[config.mk]
export PLATFORM = sky130hd
export DESIGN_NAME = pc_fetch
export DESIGN_NICKNAME = d
export VERILOG_FILES = /design/src/rtl/cpu_pkg.sv /design/src/rtl/pc_fetch.sv
export SDC_FILE = /design/constraint.sdc
export NUM_CORES = 1
export LEC_CHECK = 0
export BUFFER_PORTS_ARGS = -buffer_cell sky130_fd_sc_hd__buf_2
export CAP_MARGIN = 20
export CORE_MARGIN = 5
export CORE_UTILIZATION = 51
export CTS_BUF_LIST = sky130_fd_sc_hd__clkbuf_4 sky130_fd_sc_hd__clkbuf_8
export DETAILED_ROUTE_END_ITERATION = 8
export GPL_TIMING_DRIVEN = 0
export PLACE_DENSITY = 0.78
export SETUP_SLACK_MARGIN = 0.1
export SYNTH_ARGS = -nofsm -noshare
export SYNTH_HDL_FRONTEND = slang
export SYNTH_SLANG_ARGS = --single-unit
export TNS_END_PERCENT = 100
[constraint.sdc]
create_clock -name clk -period 2.25 [get_ports clk]
set_input_delay 0.45 -clock clk [delete_from_list [all_inputs] [get_ports clk]]
set_output_delay 0.45 -clock clk [all_outputs]
set_load 0.005 [all_outputs]
[src/rtl/cpu_pkg.sv]
// Shared core definitions: datapath width, PC increment and fetch FSM states.
package cpu_pkg;

  localparam int          XLEN     = 32;
  localparam logic [31:0] PC_STEP  = 32'd4;
  localparam logic [31:0] RESET_PC = 32'h0000_0000;

  typedef enum logic [1:0] {
    BOOT = 2'd0,
    REQ  = 2'd1,
    WAIT = 2'd2,
    HOLD = 2'd3
  } fetch_state_e;

endpackage

[src/rtl/pc_fetch.sv]
// Fetch front end: owns the fetch PC, issues one-outstanding instruction requests,
// fills the IF/ID registers and kills in-flight fetches on a redirect.
module pc_fetch
  import cpu_pkg::*;
#(
  parameter int               XLEN     = cpu_pkg::XLEN,
  parameter logic [XLEN-1:0]  RESET_PC = cpu_pkg::RESET_PC
) (
  input  logic            clk,
  input  logic            rst_n,
  input  logic            redirect_i,
  input  logic [XLEN-1:0] redirect_pc_i,
  input  logic            stall_i,
  output logic            im_req_valid_o,
  input  logic            im_req_ready_i,
  output logic [XLEN-1:0] im_req_addr_o,
  input  logic            im_rsp_valid_i,
  input  logic [XLEN-1:0] im_rsp_data_i,
  output logic            if_valid_o,
  output logic [XLEN-1:0] if_pc_o,
  output logic [XLEN-1:0] if_inst_o
);

  fetch_state_e    r_state;
  fetch_state_e    w_next_state;
  logic [XLEN-1:0] r_req_addr;
  logic [XLEN-1:0] r_next_pc;
  logic            r_kill;
  logic [XLEN-1:0] r_buf;
  logic            r_if_valid;
  logic [XLEN-1:0] r_if_pc;
  logic [XLEN-1:0] r_if_inst;

  logic            w_out_free;
  logic            w_load;
  logic [XLEN-1:0] w_load_inst;
  logic            w_discard;
  logic            w_capture;
  logic            w_arm_kill;

  assign w_out_free     = !r_if_valid || !stall_i;
  assign im_req_valid_o = (r_state == REQ);
  assign im_req_addr_o  = r_req_addr;
  assign if_valid_o     = r_if_valid;
  assign if_pc_o        = r_if_pc;
  assign if_inst_o      = r_if_inst;

  always_ff @(posedge clk or negedge rst_n) begin
    if (!rst_n) r_state <= BOOT;
    else        r_state <= w_next_state;
  end

  // A redirect without a response in hand cannot cancel the issued request, so it arms the kill.
  always_comb begin
    w_next_state = r_state;
    w_load       = 1'b0;
    w_load_inst  = r_buf;
    w_discard    = 1'b0;
    w_capture    = 1'b0;
    w_arm_kill   = 1'b0;
    case (r_state)
      BOOT: w_next_state = REQ;
      REQ: begin
        w_arm_kill = redirect_i;
        if (im_req_ready_i) w_next_state = WAIT;
      end
      WAIT: begin
        if (im_rsp_valid_i) begin
          if (r_kill || redirect_i) begin
            w_discard    = 1'b1;
            w_next_state = REQ;
          end else if (w_out_free) begin
            w_load       = 1'b1;
            w_load_inst  = im_rsp_data_i;
            w_next_state = REQ;
          end else begin
            w_capture    = 1'b1;
            w_next_state = HOLD;
          end
        end else begin
          w_arm_kill = redirect_i;
        end
      end
      HOLD: begin
        if (redirect_i) begin
          w_next_state = REQ;
        end else if (w_out_free) begin
          w_load       = 1'b1;
          w_next_state = REQ;
        end
      end
      default: w_next_state = BOOT;
    endcase
  end

  always_ff @(posedge clk or negedge rst_n) begin
    if (!rst_n) begin
      r_req_addr <= RESET_PC;
      r_next_pc  <= RESET_PC;
      r_kill     <= 1'b0;
      r_buf      <= '0;
      r_if_valid <= 1'b0;
      r_if_pc    <= '0;
      r_if_inst  <= '0;
    end else begin
      if (w_arm_kill) begin
        r_kill    <= 1'b1;
        r_next_pc <= redirect_pc_i;
      end
      if (w_discard) begin
        r_kill     <= 1'b0;
        r_req_addr <= redirect_i ? redirect_pc_i : r_next_pc;
      end
      if (w_capture) r_buf <= im_rsp_data_i;
      if (w_load) begin
        r_if_pc    <= r_req_addr;
        r_if_inst  <= w_load_inst;
        r_req_addr <= r_req_addr + XLEN'(PC_STEP);
      end
      if (redirect_i && (r_state == BOOT || r_state == HOLD)) r_req_addr <= redirect_pc_i;
      if (redirect_i)    r_if_valid <= 1'b0;
      else if (w_load)   r_if_valid <= 1'b1;
      else if (!stall_i) r_if_valid <= 1'b0;
    end
  end

endmodule

==> qor.yml, run 1 <==
p_int_mw: 6.64
layout-drive-gt1-share_pct: 34.1
ys_seq_area_share_pct: 52.6
leakage_nw: 4.58
synth-seq-cells: 164
dp_hpwl_um: 15800
gp_congestion: 0.935
nets: 1042
final-hold-violation-count: 0
p_clk_share_pct: 20.3
synthAdderAreaFrac_pct: 0.641
tns_ps: 0
worstPathRequired_ps: 2620
synth_top_family_by_area: "simple AND/OR/NAND/NOR gates"
highest_layer: "met5"
coreArea_sq_um: 15100
chipHeight_um: 134
synthArstFlopShare_pct: 100
met1_length_um: 8850
grt_use_total_pct: 25.4
grt_max_degree: 90
antenna_found_initial: 3
cts_buffers: 17
dieWidth_um: 134
path_max_fanout: 10
cts_root_buf: "clkbuf_8"
hold_class: "in -> reg"
vias: 6850
synth_mux_area_share_pct: 14.0
die_area_sq_um: 17900
ctsHtreeMaxLevel: 4
fillers: 1286
grt_setup_unrepaired: "false"
port_buffers: 167
setup_viol: 0
wl_per_cell_um: 19.0
worstSetupPathType: "reg -> reg"
fin_crit_sh_pct: 92.3
worstPathArrival_ps: 2440
final_area_sq_um: 9500
p_sw_mw: 4.23
cts_sinks: 164
synth_cell_types: 57
p_comb_share_pct: 36.8
grt_pass1_vias: 6786
ys_warn_count: 0
first_pass_iters: 7
final_antenna_net_count: 0
fin_crit_ps: 2080
status: "completed"
area_delta_synth_final_pct: 21.8
initial_core_util_pct: 51.7
cts_tree: "done"
synth_nets: 851
swShare_pct: 38.9
synth_edf_count: 0
synth_compound_area_share_pct: 14.0
overflow: 0
ys.flop_type: "dfrtp_1"
fin_cells: 1171
finClkSkew_ps: 10.8
synth_xor_area_share_pct: 0.561
grt_pass1_wl_um: 35900
syn_area_sq_um: 7800
vias_per_cell: 5.85
first_iter_violations: 744
clk_latency_ps: 460
ios: 168
cp-end-kind: "flop"
timing.fmax_ghz: 0.481
cts.path.max_buffers: 2
dpl_cell_area_sq_um: 8910
maxCapViolCount: 0
synth.avg_cell_area_sq_um: 10.0
cts.clk_slew.worst_paths_ps: 100
cp-start-kind: "flop"
netlist_instances: 777
maxSlewHeadroom_pct: 48.8
drt-total-wl_um: 22300
p_seq_share_pct: 43.0
dp.cells: 1133
report.final.slew_viol_count: 0
dr_wl_met3_um: 2470
tightest_slew_ps: 768
drc_errors: 0
rows: 45
synthSimpleGateAreaFrac_pct: 14.7
power_density_nw_per_um2: 1140
worst_ir_drop_vdd_v: 0.000498
met2_length_um: 10300
[through the flow]
stage / power (mW) / util, % / setup WS (ps) / hold WS (ps)
2_1_floorplan: 6.84 / - / 169 / 154
3_3_place_gp: 8.36 / 58.8 / -1840 / 453
3_5_place_dp: 8.48 / 59.1 / -416 / 457
4_1_cts: 10.8 / 62.4 / 111 / 210
5_1_grt: 11.6 / 63.0 / 82.6 / 206
6_report: 10.9 / 63.0 / 173 / 228
[cells in the final DEF, fill, tap and decap left out, types with 5 or more instances in the layout]
master	instances
nand3_1	16
mux2i_1	36
o211ai_1	5
nor2_1	29
clkbuf_1	8
o21ai_0	94
nor4_1	5
a31oi_1	8
o2bb2ai_1	5
mux2_2	64
clkbuf_4	6
clkbuf_2	15
inv_6	6
nand4_1	8
nor3_1	9
and3_1	7
clkbuf_8	17
inv_1	10
dfrtp_1	160
buf_4	19
nand2_1	156
a21oi_1	31
buf_2	174
[cell usage after synthesis (3+ instances only)]
master	count	share of area (%)
clkbuf_1	33	1.6
o211ai_1	5	0.48
nand2_1	156	7.5
inv_1	10	0.48
o22a_1	4	0.45
and2_1	4	0.32
a41oi_1	4	0.45
o21a_1	5	0.48
a211oi_1	3	0.29
dfrtp_1	164	53
nand3_1	16	1.0
a21o_1	3	0.29
nor2_1	30	1.4
and4_1	4	0.45
o22ai_1	4	0.32
and3_1	7	0.56
xnor2_1	4	0.45
a21oi_1	31	2.0
a31oi_1	8	0.64
mux2i_1	36	4.6
buf_1	5	0.24
o21ai_0	96	6.2
o2bb2ai_1	5	0.56
a22o_1	3	0.34
a22oi_1	3	0.29
nor4_1	7	0.56
buf_2	12	0.77
ha_1	4	0.64
buf_4	4	0.38
mux2_2	64	9.2
nand4_1	8	0.64
nor3_1	10	0.64
[sequential cells by signal (all words and copies together), names as in the netlist]
register	count
r_next_pc	32
if_pc_o	32
if_inst_o	32
im_req_addr_o	32
r_kill	1
r_buf	32
r_state	2
if_valid_o	1
[area by class of cell]
class | instances | area (sq um) | share of cell area (%)
Inverter | 10 | 37.5 | 0.395
Antenna cell | 2 | 5.00 | 0.0527
Timing Repair Buffer | 174 | 921 | 9.69
Clock inverter | 15 | 166 | 1.75
Multi-Input combinational cell | 549 | 3500 | 36.8
Tap cell | 188 | 235 | 2.47
Sequential cell | 164 | 4110 | 43.2
Buffer | 52 | 299 | 3.15
Clock buffer | 17 | 234 | 2.46
[per-layer routing]
layer / up-vias / track usage [%]
met1: 3256 / 33.5
met4: 4 / 9.09
li1: 3132 / -
met3: 63 / 7.97
met5: - / 0
met2: 395 / 39.6
[cell families (layout without fill, tap and decap cells)]
| logic type | count (synthesis) | after routing |
|---|---|---|
| multiplexers | 101 | 101 |
| AO/OA/AOI/OAI | 185 | 185 |
| buffers and inverters | 64 | 268 |
| AND/OR/NAND/NOR | 254 | 254 |
| flip-flops | 164 | 164 |
| other | 0 | 2 |
| XOR/XNOR | 5 | 5 |
| adder cells (fa/ha/maj) | 4 | 4 |
[final timing paths]
| check | start | end | slack [ps] | cells past startpoint |
|---|---|---|---|---|
| setup / recovery | r_state[0] | im_req_addr_o[2] | 170 | 8 |
| hold / removal | im_rsp_data_i[8] | r_buf[8] | 230 | 2 |
| setup reg to reg | r_state[0] | im_req_addr_o[2] | 170 | 8 |
| hold reg to reg | if_pc_o[31] | if_pc_o[31] | 480 | 2 |
| max in group asynchronous | rst_n | if_inst_o[26] | 870 | 3 |
| min in group asynchronous | rst_n | if_pc_o[14] | 550 | 2 |
[worst max-delay path, cell delays in order, from the launching register on]
cell and delay (ps):
dfrtp_1 400, inv_1 90, ha_4 190, and3b_2 250, o21a_2 260, nor2_2 240, buf_4 250, nor3_1 80
nor3_1 230
[power by group through the flow]
stage / logic, mW / registers, mW / clock network [mW]
floorplan: 2.30 / 4.54 / 0
global placement: 3.70 / 4.66 / 0
detailed placement: 3.79 / 4.69 / 0
CTS: 3.88 / 4.64 / 2.24
global route: 4.40 / 4.79 / 2.37
finish: 4.00 / 4.67 / 2.20
[repair_timing]
item	in CTS	in global routing
hold endpoints to repair	75	0
endpoints found under the setup margin	156	117
pin swaps	1	2
setup buffers	3	2
gates cloned	0	0
gates resized for setup	39	39
hold buffers	1	0
Note: power is estimated with default switching activity, not from simulation.
==> run 2, diff against run 1 <==
clock period = 1.91 ns   (was 2.25 ns; I/O delays follow)
==> qor.yml, run 2 (same netlist as run 1, synthesis figures left out) <==
cp-end-kind: "flop"
grt_use_total_pct: 26.0
hold-path-endpoint: "r_buf[15]"
cts_tree: "done"
dieWidth_um: 134
layout_common_cells: "buf_2, dfrtp_1, nand2_1"
first_iter_violations: 964
antenna_found_initial: 2
status: "complete, but fails checks"
power_density_nw_per_um2: 1340
layout-drive-gt1-share_pct: 46.6
mostFrequentLayoutCell: "buf_2"
crit_start: "r_state[0]"
gp_congestion: 0.926
crit_top_cell: "buf_8"
final-hold-violation-count: 0
leakage_nw: 5.14
worstPathRequired_ps: 2250
fin_crit_sh_pct: 106
reg2reg_setup_slack_ps: -110
register_area_sq_um: 4120
slowest_stage: "dfrtp_1"
reg2reg_depth: 10
overflow: 0
setup_ws_ps: -110
maxSlewHeadroom_pct: 48.2
chipHeight_um: 134
fin_crit_ps: 2020
fin_util_pct: 72.3
cts_buffers: 17
initial_core_util_pct: 51.7
rr_endpoint: "im_req_addr_o[9]"
first_pass_iters: 6
area_delta_synth_final_pct: 39.8
die_area_sq_um: 17900
vias: 7501
rows: 45
grt_pass1_vias: 6951
nets: 1090
max_stage_delay_ps: 420
maxCapViolCount: 0
cp-start-kind: "flop"
report.final.slew_viol_count: 0
hold_class: "in -> reg"
grt_max_degree: 89
power.total_mw: 14.7
cts.clk_slew.worst_paths_ps: 100
path_max_fanout: 6
grt_setup_unrepaired: "true"
coreArea_sq_um: 15100
ios: 168
cts_sinks: 164
ctsHtreeMaxLevel: 4
timing.fmax_ghz: 0.495
finClkSkew_ps: 12.0
worst_ir_drop_vdd_v: 0.000652
port_buffers: 167
tightest_slew_ps: 777
hold_start: "im_rsp_data_i[15]"
grt_pass1_wl_um: 36800
dp_worst_setup_slack_ps: -567
clk_latency_ps: 460
worstSetupPathType: "reg -> reg"
final_antenna_net_count: 0
drt-total-wl_um: 26300
drc_errors: 0
fillers: 1002
wl_per_cell_um: 21.6
cts.path.max_buffers: 2
worstPathArrival_ps: 2360
whs_ps: 161
dp_hpwl_um: 16100
setup_viol: 28
violations: "negative setup slack"
min_path_cells: 2
r2r-start: "r_state[0]"
cp_cell_sequence: "inv_2, ha_4, and3b_2, o21ai_4, buf_12, buf_8, nand3_4, buf_8, a21oi_2, a21oi_1"
vias_per_cell: 6.16
cts_root_buf: "clkbuf_8"
multiInputGateArea_sq_um: 4000
==> run 2: report_power, final <==
part | switching, mW | internal (mW)
clock | 1.40 | 1.06
combinational | 3.43 | 3.21
sequential | 1.02 | 4.55
==> run 2: repair_timing <==
action                                 4_1_cts  5_1_grt
endpoints found under the hold margin       76        0
hold buffers                                 1        0
pin swaps                                   15       30
setup endpoints to repair                  159      159
resized for setup                          114      216
gates cloned                                 5       10
buffers inserted                            19       19
==> run 2: worst max path at each step <==
stage / end / slack, ps / cells past startpoint
3_3_place_gp: im_req_addr_o[10] / -2390 / 1
5_1_grt: im_req_addr_o[27] / -180 / 8
4_1_cts: im_req_addr_o[19] / -4 / 8
2_1_floorplan: r_next_pc[22] / 80 / 8
3_5_place_dp: im_req_addr_o[1] / -570 / 8
6_report: im_req_addr_o[9] / -110 / 10
==> run 2: area by class of cell <==
class                   instances  area share [%]
well taps                     188            2.16
repair buffers                222            14.0
clock inverters                14            1.16
plain buffers                  52            5.67
diodes                          1          0.0229
flip-flops and latches        164            37.8
inverters                      10           0.344
multi-input cells             549            36.7
clock buffers                  18            2.21
==> run 2: stage by stage <==
step	area, sq um	setup TNS [ps]	cells
after floorplan	7920	0	777
after global placement	8990	-378740	1132
after detailed placement	9020	-41030	1133
after CTS	9940	-7.30	1189
after global routing	10900	-4110	1218
final	10900	-1010	1218
==> run 2: routing by layer <==
layer,vias to the layer above,GRT usage (%),wire [um]
met5,-,0,13
met2,499,42.0,12400
li1,3231,-,-
met4,2,11.1,1270
met3,135,6.95,2630
met1,3634,33.2,9950
==> run 2: worst max-delay path, delay by kind of cell, from the launching register on <==
family | cells | cell delay (ps)
buf+inv | 4 | 510
flops | 1 | 420
simple gates | 2 | 410
compound gates | 3 | 390
fa+ha+maj | 1 | 170
